`config.mk`:
```
export PLATFORM = sky130hd
export DESIGN_NAME = vga_timing_gen
export DESIGN_NICKNAME = d
export VERILOG_FILES = /design/src/rtl/vga_pkg.sv /design/src/rtl/vga_axis_counter.sv /design/src/rtl/vga_timing_gen.sv
export SDC_FILE = /design/constraint.sdc
export NUM_CORES = 1
export LEC_CHECK = 0
export ABC_AREA = 1
export CELL_PAD_IN_SITES_DETAIL_PLACEMENT = 1
export CELL_PAD_IN_SITES_GLOBAL_PLACEMENT = 2
export CORE_ASPECT_RATIO = 1.75
export CORE_UTILIZATION = 29
export DETAILED_ROUTE_END_ITERATION = 6
export GPL_TIMING_DRIVEN = 0
export PLACE_DENSITY_LB_ADDON = 0.1
export SYNTH_ARGS = -nofsm -noshare
export SYNTH_HDL_FRONTEND = slang
export SYNTH_SLANG_ARGS = --single-unit
```
`constraint.sdc`:
```
create_clock -name clock -period 1.8 [get_ports clock]
set_input_delay 0.36 -clock clock [delete_from_list [all_inputs] [get_ports clock]]
set_output_delay 0.36 -clock clock [all_outputs]
set_load 0.005 [all_outputs]
```
`src/rtl/vga_pkg.sv`:
```
// Shared VGA timing constants: default 640x480@60 geometry, derived totals and sync windows.
package vga_pkg;

    localparam int unsigned COUNT_W = 10;

    localparam int unsigned DEF_PIX_DIV   = 2;
    localparam int unsigned DEF_H_VISIBLE = 640;
    localparam int unsigned DEF_H_FRONT   = 16;
    localparam int unsigned DEF_H_SYNC    = 96;
    localparam int unsigned DEF_H_BACK    = 48;
    localparam int unsigned DEF_V_VISIBLE = 480;
    localparam int unsigned DEF_V_FRONT   = 10;
    localparam int unsigned DEF_V_SYNC    = 2;
    localparam int unsigned DEF_V_BACK    = 33;

    function automatic int unsigned axis_total(input int unsigned visible, input int unsigned front,
                                               input int unsigned sync, input int unsigned back);
        return visible + front + sync + back;
    endfunction

    localparam int unsigned H_TOTAL =
        axis_total(DEF_H_VISIBLE, DEF_H_FRONT, DEF_H_SYNC, DEF_H_BACK);
    localparam int unsigned V_TOTAL =
        axis_total(DEF_V_VISIBLE, DEF_V_FRONT, DEF_V_SYNC, DEF_V_BACK);

    localparam int unsigned H_SYNC_START = DEF_H_VISIBLE + DEF_H_FRONT;
    localparam int unsigned H_SYNC_END   = DEF_H_VISIBLE + DEF_H_FRONT + DEF_H_SYNC - 1;
    localparam int unsigned V_SYNC_START = DEF_V_VISIBLE + DEF_V_FRONT;
    localparam int unsigned V_SYNC_END   = DEF_V_VISIBLE + DEF_V_FRONT + DEF_V_SYNC - 1;

endpackage

```
`src/rtl/vga_axis_counter.sv`:
```
// One raster axis: position counter with wrap strobe and decodes of the next-cycle position.
module vga_axis_counter
    import vga_pkg::*;
#(
    parameter int unsigned VISIBLE = DEF_H_VISIBLE,
    parameter int unsigned FRONT   = DEF_H_FRONT,
    parameter int unsigned SYNC    = DEF_H_SYNC,
    parameter int unsigned BACK    = DEF_H_BACK
) (
    input  logic               clock,
    input  logic               reset,
    input  logic               enable,
    output logic [COUNT_W-1:0] count,
    output logic               wrap,
    output logic               sync_n_next,
    output logic               active_next
);

    localparam int unsigned TOTAL = axis_total(VISIBLE, FRONT, SYNC, BACK);

    localparam logic [COUNT_W-1:0] LAST_VAL   = COUNT_W'(TOTAL - 1);
    localparam logic [COUNT_W-1:0] SYNC_START = COUNT_W'(VISIBLE + FRONT);
    localparam logic [COUNT_W-1:0] SYNC_END   = COUNT_W'(VISIBLE + FRONT + SYNC - 1);
    localparam logic [COUNT_W-1:0] VIS_END    = COUNT_W'(VISIBLE);

    logic [COUNT_W-1:0] count_q, count_d;

    always_comb begin
        wrap    = enable && (count_q == LAST_VAL);
        count_d = count_q;
        if (enable) begin
            count_d = wrap ? '0 : count_q + 1'b1;
        end
        // Decodes look at count_d so registered outputs line up with the counter they describe.
        sync_n_next = !((count_d >= SYNC_START) && (count_d <= SYNC_END));
        active_next = (count_d < VIS_END);
    end

    always_ff @(posedge clock or posedge reset) begin
        if (reset) begin
            count_q <= '0;
        end else begin
            count_q <= count_d;
        end
    end

    assign count = count_q;

endmodule

```
`src/rtl/vga_timing_gen.sv`:
```
// VGA raster timing generator: pixel enable, h/v counters, active-low syncs, bright, frame_start.
// Define VGA_SYNC_PIPE_EN to delay hsync/vsync by one clock to match a registered RGB path.
module vga_timing_gen
    import vga_pkg::*;
#(
    parameter int unsigned PIX_DIV   = DEF_PIX_DIV,
    parameter int unsigned H_VISIBLE = DEF_H_VISIBLE,
    parameter int unsigned H_FRONT   = DEF_H_FRONT,
    parameter int unsigned H_SYNC    = DEF_H_SYNC,
    parameter int unsigned H_BACK    = DEF_H_BACK,
    parameter int unsigned V_VISIBLE = DEF_V_VISIBLE,
    parameter int unsigned V_FRONT   = DEF_V_FRONT,
    parameter int unsigned V_SYNC    = DEF_V_SYNC,
    parameter int unsigned V_BACK    = DEF_V_BACK
) (
    input  logic               clock,
    input  logic               reset,
    output logic               pix_en,
    output logic [COUNT_W-1:0] h_count,
    output logic [COUNT_W-1:0] v_count,
    output logic               hsync,
    output logic               vsync,
    output logic               bright,
    output logic               frame_start
);

    localparam int unsigned DIV_W = (PIX_DIV > 1) ? $clog2(PIX_DIV) : 1;
    localparam logic [DIV_W-1:0] DIV_LAST = DIV_W'(PIX_DIV - 1);

    logic [DIV_W-1:0] div_q, div_d;

    logic h_wrap, h_sync_n_next, h_active_next;
    logic v_wrap, v_sync_n_next, v_active_next;
    logic v_enable;

    logic hsync_q, vsync_q, bright_q, frame_start_q;
    logic hsync_d, vsync_d, bright_d, frame_start_d;

    // With PIX_DIV == 1 div_q never leaves 0, so pix_en is constantly high.
    always_comb begin
        pix_en = (div_q == DIV_LAST);
        div_d  = pix_en ? '0 : div_q + 1'b1;
    end

    assign v_enable = pix_en & h_wrap;

    vga_axis_counter #(
        .VISIBLE (H_VISIBLE),
        .FRONT   (H_FRONT),
        .SYNC    (H_SYNC),
        .BACK    (H_BACK)
    ) u_h_axis (
        .clock       (clock),
        .reset       (reset),
        .enable      (pix_en),
        .count       (h_count),
        .wrap        (h_wrap),
        .sync_n_next (h_sync_n_next),
        .active_next (h_active_next)
    );

    vga_axis_counter #(
        .VISIBLE (V_VISIBLE),
        .FRONT   (V_FRONT),
        .SYNC    (V_SYNC),
        .BACK    (V_BACK)
    ) u_v_axis (
        .clock       (clock),
        .reset       (reset),
        .enable      (v_enable),
        .count       (v_count),
        .wrap        (v_wrap),
        .sync_n_next (v_sync_n_next),
        .active_next (v_active_next)
    );

    always_comb begin
        hsync_d       = h_sync_n_next;
        vsync_d       = v_sync_n_next;
        bright_d      = h_active_next & v_active_next;
        frame_start_d = h_wrap & v_wrap;
    end

    always_ff @(posedge clock or posedge reset) begin
        if (reset) begin
            div_q         <= '0;
            hsync_q       <= 1'b1;
            vsync_q       <= 1'b1;
            bright_q      <= 1'b0;
            frame_start_q <= 1'b0;
        end else begin
            div_q         <= div_d;
            hsync_q       <= hsync_d;
            vsync_q       <= vsync_d;
            bright_q      <= bright_d;
            frame_start_q <= frame_start_d;
        end
    end

`ifdef VGA_SYNC_PIPE_EN
    logic hsync_pipe_q, vsync_pipe_q;

    always_ff @(posedge clock or posedge reset) begin
        if (reset) begin
            hsync_pipe_q <= 1'b1;
            vsync_pipe_q <= 1'b1;
        end else begin
            hsync_pipe_q <= hsync_q;
            vsync_pipe_q <= vsync_q;
        end
    end

    assign hsync = hsync_pipe_q;
    assign vsync = vsync_pipe_q;
`else
    assign hsync = hsync_q;
    assign vsync = vsync_q;
`endif

    assign bright      = bright_q;
    assign frame_start = frame_start_q;

endmodule

```
# Yosys cells after proc, flatten, opt, wreduce, memory -nomap -nowiden
# Index checks and enable logic that the tools add are counted.
# word_totals
word_cells	32
output_inout_bits	25
input_bits	2
register_bits	25
# classes
n_reduce_logical	6
muxes	5
n_bitwise	3
eq_ne	2
n_lt_le_gt_ge	6
add_sub_neg	3
# ops
cell	count
$mux 10	4
$add 10x1->10 const B	2
$eq 10x10->1 const B	2
$ge 10x10->1 const B	1
$ge 10x9->1 const B	1
$le 10x10->1 const B	1
$le 10x9->1 const B	1
$lt 10x10->1 const B	1
$lt 10x9->1 const B	1
$logic_and 1x1->1	4
$and 1x1->1	3
$logic_not 1->1	2
$add 1x1->1 const B	1
$mux 1	1

# Longest topological paths before layout
# Gate-level depths: netlist of run 1.
# logic_depth
depth_word	9
mapped_depth	12
mapped_depth_nobuf	12

# Hierarchy
# A second synthesis of run 1 with hierarchy kept.
# unflattened
cells_unflattened	218
hier_area_um2	1582.8
# by_module_without_submodules
mod	area_each_um2	seq_area_each_um2	n_inst	cells_each
vga_axis_counter (u_v_axis)	784.5	250.2	1	113
vga_axis_counter (u_h_axis)	640.6	250.2	1	92
vga_timing_gen	157.7	127.6	1	13

# Worst setup path before layout of run 1
# OpenSTA, ideal clock, no wires.
# synth_timing
path_type	register to register
startpoint	register u_h_axis.count_q[0] (netlist: u_h_axis.count[0])
endpoint	register bright_q (netlist: bright)
path_slack_ns	0.231
stages_incl_launch_ff	12
setup_ns	0.116
t_required_ns	1.684
n_path_buf	1
t_arrival_ns	1.453
cell_sequence	dfrtp_1 > ha_1 > nand3_2 > nor2_4 > nand2_4 > buf_6 > nand2_2 > nand2_2 > nor2_2 > nand2_1 > nor2_2 > nor2_1
# synth_via
elab_chain_len	8
word_cells_on_any_way	12
cone_classes	add/sub: 1; order compare: 2; eq/ne: 1; mux: 4; bitwise: 2; reduce/logical: 2
# synth_lines
element	line	text
start, declared	vga_axis_counter.sv:26	logic [COUNT_W-1:0] count_q, count_d;
start signal, assigned	vga_axis_counter.sv:43	count_q <= count_d;
parallel branches: the longest is 7 deep, another holds $add 10x1->10	n/a	
$and 1x1->1 *	vga_timing_gen.sv:80	bright_d = h_active_next & v_active_next;
named net bright_d	vga_timing_gen.sv:37	logic hsync_d, vsync_d, bright_d, frame_start_d;
end signal, assigned	vga_timing_gen.sv:95	bright_q <= bright_d;
end, declared	vga_timing_gen.sv:36	logic hsync_q, vsync_q, bright_q, frame_start_q;
# Mark *: on every way through the listed nets, which the timed path passes.

# Worst setup path in the final report of run 1
# layout_timing
startpoint	register u_h_axis.count_q[4] (netlist: u_h_axis.count[4])
endpoint	output port h_count[4]
# layout_lines
element	line	text
end, declared	vga_timing_gen.sv:19	output logic [COUNT_W-1:0] h_count,
# No word-level cell between the ends.

==> results of run 1 <==
==> registers in the layout, summed over array words and instances, names as in the netlist <==
| signal | cells |
|---|---|
| u_h_axis.count | 10 |
| u_v_axis.count | 10 |
| bright | 1 |
| frame_start | 1 |
| hsync | 1 |
| pix_en | 1 |
| vsync | 1 |
==> layer usage <==
| layer | global-route usage (%) | wire (um) | up-vias |
|---|---|---|---|
| li1 | - | - | 750 |
| met1 | 16.8 | 1640 | 736 |
| met2 | 34.3 | 2620 | 23 |
| met3 | 1.57 | 73 | 5 |
| met4 | 5.07 | 53 | 0 |
| met5 | 0 | 0 | - |
==> cells in the mapped netlist <==
| cell | number |
|---|---|
| o21ai_2 | 1 |
| nor2_1 | 24 |
| nand2_1 | 65 |
| a21oi_2 | 1 |
| nand2_2 | 2 |
| buf_6 | 2 |
| or2_2 | 1 |
| nand3_1 | 22 |
| inv_1 | 37 |
| dfstp_2 | 2 |
| inv_4 | 1 |
| o21ai_0 | 5 |
| nor3_1 | 5 |
| o21ai_1 | 2 |
| nand2_4 | 1 |
| nor2_2 | 7 |
| buf_4 | 2 |
| nor2_4 | 2 |
| nand3_2 | 3 |
| a21oi_1 | 3 |
| nand4_1 | 6 |
| dfrtp_1 | 23 |
| ha_1 | 3 |
==> area by class of cell <==
cell class | count | area (um^2) | area share [%]
Clock buffer | 3 | 41.3 | 2.08
Timing Repair Buffer | 32 | 305 | 15.4
Inverter | 38 | 145 | 7.30
Clock inverter | 1 | 5.00 | 0.252
Tap cell | 54 | 67.6 | 3.40
Multi-Input combinational cell | 153 | 756 | 38.0
Sequential cell | 25 | 631 | 31.7
Buffer | 4 | 37.5 | 1.89
==> stage by stage <==
step	area (um^2)	setup slack, ns
5_1_grt	1990	0.00120
6_report	1990	0.0895
4_1_cts	1950	0.0243
3_5_place_dp	1880	-0.0808
2_1_floorplan	1550	0.231
3_3_place_gp	1880	-0.0786
==> how the worst max path moves through the flow <==
stage / from / to / slack (ns) / depth (start not counted)
floorplan: u_h_axis.count[0] / bright / 0.23 / 11
global placement: u_h_axis.count[0] / bright / -0.08 / 11
detailed placement: u_h_axis.count[0] / bright / -0.08 / 11
CTS: u_v_axis.count[0] / bright / 0.02 / 10
global route: u_h_axis.count[0] / vsync / 0.001 / 12
finish: u_h_axis.count[4] / h_count[4] / 0.09 / 1
==> cell families after synthesis <==
| logic type | synth area share (%) |
|---|---|
| DFF | 40.5 |
| and+or+nand+nor | 40.9 |
| adders and majority gates | 2.42 |
| buffers and inverters | 11.8 |
| AOI/OAI and AO/OA | 4.36 |
==> power breakdown <==
part | internal, uW | switching (uW)
clock | 155 | 195
combinational | 2.00 | 11.5
sequential | 561 | 0
==> what timing repair did <==
action / in CTS / in global routing
gates resized for setup: 5 / 4
buffers inserted: 2 / 4
pin swaps: 0 / 3
hold endpoints to repair: 0 / 0
setup endpoints to repair: 2 / 3
==> flow_summary.ini, run 1 <==
[logic_synthesis]
syn_area_cell_um2 = 7.04
ys_seq_area_share_pct = 40.5
synth.top_cell.area_share_pct = 37.2
syn-num-nets = 225
synth_top_area_cell = dfrtp_1
ys_seq_elements = 25
synth.lib_cells_used.distinct = 23
synthesis.instances = 220
synth.yosys.warnings = 0
netlist_top_cells_area = dfrtp_1 (37%), nand2_1 (16%), inv_1 (9.0%)
synth_area_mm2 = 0.00155

[sta]
whs_ns = 0.620
post-route-min-period_ns = 1.71
maxSlewHeadroom_pct = 32.5
timing.setup.tns_ns = 0
fmax_ghz = 0.585
finalCritPeriodShare_pct = 95.0
setup_violations = 0
grt_setup_unrepaired = false
report.final.hold_viol_count = 0
final-max-slew-violation-count = 0
worst_clock_skew_ns = 0.00355
actual_transition_at_the_worst_max_transition_pin_ns = 1.01

[worst_setup_path]
worstReg2RegStart = u_h_axis.count[0]
worstSetupEndpointType = output pin
worst_path_dominant_cell_family = buffers and inverters
critical-path-slowest-cell = clkdlybuf4s50_1
critical_path.n_buffers_inverters = 1
timing.critical_path.arrival_ns = 1.35
critical_path_required_ns = 1.44
reg2reg_slack_ns = 0.10
max_stage_delay_ns = 0.56
r2r_end = bright
worst-path-max-fanout = 8
worstSetupStartpointType = register
crit_path_cells = clkdlybuf4s50_1
reg2regPathDepth = 11
path_class = reg -> out

[layout]
stdcell_count = 310
insertedDiodeCount = 0
layout-drive-gt1-share_pct = 16.8
mostFrequentLayoutCells = nand2_1 (64), inv_1 (36), clkdlybuf4s50_1 (26)
areaGrowthSynthToFinish_pct = 28.4
nFillCells = 658
finish.utilization_pct = 39.3
layout.cells.most_common = nand2_1
finalNetCount = 262

[placement]
place_inst = 300
post-dp-hpwl_um = 3440
port_buffers = 26
globalplace.congestion = 0.776

[routing]
post_drt_via_cell_ratio = 4.88
num_vias = 1514
ant_nets = 0
route.detailed.drc = 5
drt-pass1-iter-count = 7
routed_wire_length_per_instance_um = 14.1
totalWireLength_um = 4390
drt-initial-drc-count = 45

[clock_network]
cts_root_buf = clkbuf_8
clockBufferDepth = 2
cts_tree = done
clk-insertion-delay-late_ns = 0.28
postCtsHoldBufs = 0
cts.sinks = 25
cts.clk_slew.worst_paths_ns = 0.09
cts-buffers-inserted = 3
htree_num_levels = 1

[power]
report.power.total_uw = 926
power_per_cell_area_mw_per_mm2 = 466
leakagePower_uw = 0.000966
vdd_ir_drop_max_mv = 0.254

[global_routing]
grt_usage_pct = 16.7
pin_count_of_the_biggest_net_entering_global_routing = 26
grt.overflow.total = 0
grt_pass1_wl_um = 7180
first_global_vias = 1571
antenna_violations_before_repair = 0

[floorplan]
fp.dieW_um = 57.2
floorplan.initialDensity_pct = 30.6
die_height_um = 98.7
io_pins = 27
floorplan.rows = 34
core_area_mm2 = 0.00506
fp.dieArea_mm2 = 0.00565

[job]
timing.max_cap.violations = 0

[outcome]
status = finished, violations left
violations = design-rule violations

[worst_hold_path]
worst_hold_path_type = in -> async
(Power assumes the default switching activity.)
==> run 2, diff against run 1 <==
--- a/config.mk
+++ b/config.mk
@@ -13,6 +13,7 @@
 export DETAILED_ROUTE_END_ITERATION = 6
 export GPL_TIMING_DRIVEN = 0
 export PLACE_DENSITY_LB_ADDON = 0.1
+export SKIP_CTS_REPAIR_TIMING = 1
 export SYNTH_ARGS = -nofsm -noshare
 export SYNTH_HDL_FRONTEND = slang
 export SYNTH_SLANG_ARGS = --single-unit
==> flow_summary.ini, run 2 (synthesis results as in run 1) <==
[clock_network]
cts-buffers-inserted = 3
cts_tree = done
clockBufferDepth = 2
clk-insertion-delay-late_ns = 0.27
cts.sinks = 25
cts.clk_slew.worst_paths_ns = 0.09
cts_root_buf = clkbuf_8
htree_num_levels = 1

[sta]
final-max-slew-violation-count = 0
setup_violations = 0
report.final.hold_viol_count = 0
finalCritPeriodShare_pct = 95.1
worst_slack_ns = 0.0887
fmax_ghz = 0.584
worst_clock_skew_ns = 0.00258
actual_transition_at_the_worst_max_transition_pin_ns = 1.01
post-route-min-period_ns = 1.71
maxSlewHeadroom_pct = 32.3

[worst_setup_path]
critical_path_cell_count = 1
critical-path-slowest-cell = clkdlybuf4s50_1
reg2regPathDepth = 11
critical_path.n_buffers_inverters = 1
path_class = reg -> out
reg2reg_slack_ns = 0.10
timing.critical_path.arrival_ns = 1.35
critical_path_required_ns = 1.44
max_stage_delay_ns = 0.56
worst-path-max-fanout = 8
crit_path_cells = clkdlybuf4s50_1
worstSetupStartpointType = register
worstSetupEndpointType = output pin
worst_path_dominant_cell_family = buffers and inverters

[routing]
drt-pass1-iter-count = 7
totalWireLength_um = 4360
ant_nets = 0
routed_wire_length_per_instance_um = 14.1
post_drt_via_cell_ratio = 4.88
drt-initial-drc-count = 43
num_vias = 1514
route.detailed.drc = 5

[power]
leakagePower_uw = 0.000967
report.power.total_uw = 924
vdd_ir_drop_max_mv = 0.254
power_per_cell_area_mw_per_mm2 = 463

[placement]
place_ws_ns = -0.0808
port_buffers = 26
post-dp-hpwl_um = 3440
globalplace.congestion = 0.776

[outcome]
status = finished, violations left
violations = design-rule violations

[layout]
mostFrequentLayoutCells = nand2_1 (64), inv_1 (36), clkdlybuf4s50_1 (26)
finalNetCount = 262
insertedDiodeCount = 0
areaGrowthSynthToFinish_pct = 28.8
layout.cells.most_common = nand2_1
layout-drive-gt1-share_pct = 16.4
nFillCells = 656

[global_routing]
antenna_violations_before_repair = 0
grt.overflow.total = 0
grt_usage_pct = 16.5
pin_count_of_the_biggest_net_entering_global_routing = 26
first_global_vias = 1555
grt_pass1_wl_um = 7090

[floorplan]
io_pins = 27
fp.dieArea_mm2 = 0.00565
core_area_mm2 = 0.00506
die_height_um = 98.7
floorplan.rows = 34
fp.dieW_um = 57.2
floorplan.initialDensity_pct = 30.6

[worst_hold_path]
worst_hold_path_type = in -> async

[job]
timing.max_cap.violations = 0
==> run 2: cell count changes in the layout (fill, tap and decap cells not counted) <==
cell / before / now
ha_2: 1 / 0
ha_4: 0 / 1
nor2_1: 23 / 24
nor2_2: 8 / 7
==> run 2: routing by layer <==
metal	GRT usage [%]	vias to the layer above	share of wire (%)
li1	-	750	-
met3	1.57	5	1.6
met2	33.7	23	60
met5	0	-	0
met4	5.07	0	1.2
met1	16.7	736	38
==> run 2: worst paths after layout <==
path,to,startpoint
min reg2reg,u_h_axis.count[3],u_h_axis.count[3]
max,h_count[4],u_h_axis.count[4]
min in group clock,u_h_axis.count[3],u_h_axis.count[3]
max reg2reg,bright,u_h_axis.count[1]
min,bright,reset
max in group asynchronous,u_h_axis.count[0],reset
==> run 2: final cells by class <==
class / instances / area, um^2 / area share (%)
inverters: 38 / 145 / 7.27
clock inverters: 1 / 5.00 / 0.251
repair buffers: 32 / 305 / 15.3
multi-input cells: 153 / 763 / 38.2
plain buffers: 4 / 37.5 / 1.88
clock buffers: 3 / 41.3 / 2.07
well taps: 54 / 67.6 / 3.39
flip-flops and latches: 25 / 631 / 31.6
==> run 2: stage by stage <==
stage               cell area (um^2)   TNS, ns  cells  util [%]  hold slack (ns)
finish                          2000         0    310      39.4            0.622
global route                    2000  -0.00852    310      39.4            0.656
CTS                             1920    -0.184    304      38.0            0.558
detailed placement              1880    -0.144    300      37.1            0.533
global placement                1880    -0.155    300      37.1            0.536
floorplan                       1550         0    220         -            0.386
==> run 2: power breakdown <==
group,internal (uW),switching (uW),total (uW)
registers,561,0,561
logic,2.00,11.5,13.5
clock network,155,194,349
==> run 2: worst register-to-register path, delay by kind of cell (launching register included) <==
family / cells / cell delay (ns)
adders and majority gates: 1 / 0.17
buffers and inverters: 1 / 0.16
DFF: 1 / 0.43
and+or+nand+nor: 9 / 0.84
==> run 3, diff against run 2 <==
--- a/config.mk
+++ b/config.mk
@@ -14,6 +14,7 @@
 export GPL_TIMING_DRIVEN = 0
 export PLACE_DENSITY_LB_ADDON = 0.1
 export SKIP_CTS_REPAIR_TIMING = 1
+export SLEW_MARGIN = 20
 export SYNTH_ARGS = -nofsm -noshare
 export SYNTH_HDL_FRONTEND = slang
 export SYNTH_SLANG_ARGS = --single-unit
==> flow_summary.ini, run 3 (synthesis results as in run 1) <==
[worst_setup_path]
crit_path_cells = clkdlybuf4s50_1
worst-path-max-fanout = 8
timing.critical_path.arrival_ns = 1.35
critical_path_required_ns = 1.44
path_class = reg -> out
critical_path_cell_count = 1
worst_path_dominant_cell_family = buffers and inverters
worstSetupStartpointType = register
critical_path.n_buffers_inverters = 1
reg2regPathDepth = 11
worstSetupEndpointType = output pin
critical-path-slowest-cell = clkdlybuf4s50_1
max_stage_delay_ns = 0.56

[job]
timing.max_cap.violations = 0

[floorplan]
floorplan.rows = 34
core_area_mm2 = 0.00506
floorplan.initialDensity_pct = 30.6
fp.dieW_um = 57.2
io_pins = 27
fp.dieArea_mm2 = 0.00565
die_height_um = 98.7

[global_routing]
grt_pass1_wl_um = 7090
grt_usage_pct = 16.5
antenna_violations_before_repair = 0
pin_count_of_the_biggest_net_entering_global_routing = 26
first_global_vias = 1555
grt.overflow.total = 0

[routing]
drt-initial-drc-count = 43
route.detailed.drc = 5
num_vias = 1516
post_drt_via_cell_ratio = 4.89
totalWireLength_um = 4360
drt-pass1-iter-count = 7
ant_nets = 0
routed_wire_length_per_instance_um = 14.1

[placement]
globalplace.congestion = 0.776
post-dp-hpwl_um = 3440
placedInstanceArea_mm2 = 0.00188
port_buffers = 26

[outcome]
violations = design-rule violations
status = finished, violations left

[layout]
finalNetCount = 262
layout.cells.most_common = nand2_1
insertedDiodeCount = 0
layout-drive-gt1-share_pct = 16.4
mostFrequentLayoutCells = nand2_1 (64), inv_1 (35), clkdlybuf4s50_1 (26)
nFillCells = 656
post-route-cell-area_mm2 = 0.00200
areaGrowthSynthToFinish_pct = 28.8

[sta]
actual_transition_at_the_worst_max_transition_pin_ns = 0.957
timing.setup.tns_ns = 0
finalCritPeriodShare_pct = 95.1
post-route-min-period_ns = 1.71
report.final.hold_viol_count = 0
setup_violations = 0
fmax_ghz = 0.584
final-max-slew-violation-count = 0
maxSlewHeadroom_pct = 35.8
worst_clock_skew_ns = 0.00340
whs_ns = 0.484

[power]
vdd_ir_drop_max_mv = 0.254
power_per_cell_area_mw_per_mm2 = 464
leakagePower_uw = 0.000963

[clock_network]
cts_tree = done
cts_root_buf = clkbuf_8
clockBufferDepth = 2
cts.sinks = 25
clk-insertion-delay-late_ns = 0.28
cts.clk_slew.worst_paths_ns = 0.09
cts-buffers-inserted = 3
htree_num_levels = 1

[worst_hold_path]
worst_hold_path_type = in -> async
run 3: cell types whose count changed in the layout (fill, tap and decap cells not counted):
cell      previous run  this run
clkinv_1             0         1
inv_1               36        35
run 3: worst paths after layout:
| kind | start | endpoint | slack (ns) |
|---|---|---|---|
| max in group asynchronous | reset | u_h_axis.count[0] | 0.83 |
| min | reset | u_h_axis.count[4] | 0.48 |
| max | u_h_axis.count[4] | h_count[4] | 0.09 |
| min in group clock | u_h_axis.count[3] | u_h_axis.count[3] | 0.62 |
| min reg2reg | u_h_axis.count[3] | u_h_axis.count[3] | 0.62 |
| max reg2reg | u_h_axis.count[1] | bright | 0.10 |
run 3: worst reg2reg max path, delay by kind of cell (launching register included):
kind	cells	cell delay, ns
adders and majority gates	1	0.17
DFF	1	0.43
buffers and inverters	1	0.16
and+or+nand+nor	9	0.84
run 3: area by class of cell:
type	instances	area (um^2)	area share [%]
multi-input combinational	153	763	38.2
sequential	25	631	31.6
timing repair buffer	32	305	15.3
inverter	38	145	7.27
tap	54	67.6	3.39
clock buffer	3	41.3	2.07
buffer	4	37.5	1.88
clock inverter	1	5.00	0.251
run 3: metrics by stage:
| step | total power [uW] | std cells | setup WS [ns] | utilization [%] |
|---|---|---|---|---|
| after detailed placement | 587 | 300 | -0.0808 | 37.1 |
| after floorplan | 581 | 220 | 0.231 | - |
| final | 926 | 310 | 0.0887 | 39.4 |
| after CTS | 940 | 304 | -0.101 | 38.0 |
| after global placement | 587 | 300 | -0.0786 | 37.1 |
| after global routing | 957 | 310 | -0.00554 | 39.4 |
run 3: where the power goes:
group	total, uW	switching (uW)	leakage (uW)	internal (uW)
sequential	561	0	0.000319	561
clock	351	195	0.0000255	155
combinational	13.6	11.6	0.000618	2.05
run 3: metal layers:
metal	wire (um)	GRT usage (%)
met2	2600	33.7
met3	71	1.57
met1	1640	16.7
met4	53	5.07
met5	0	0
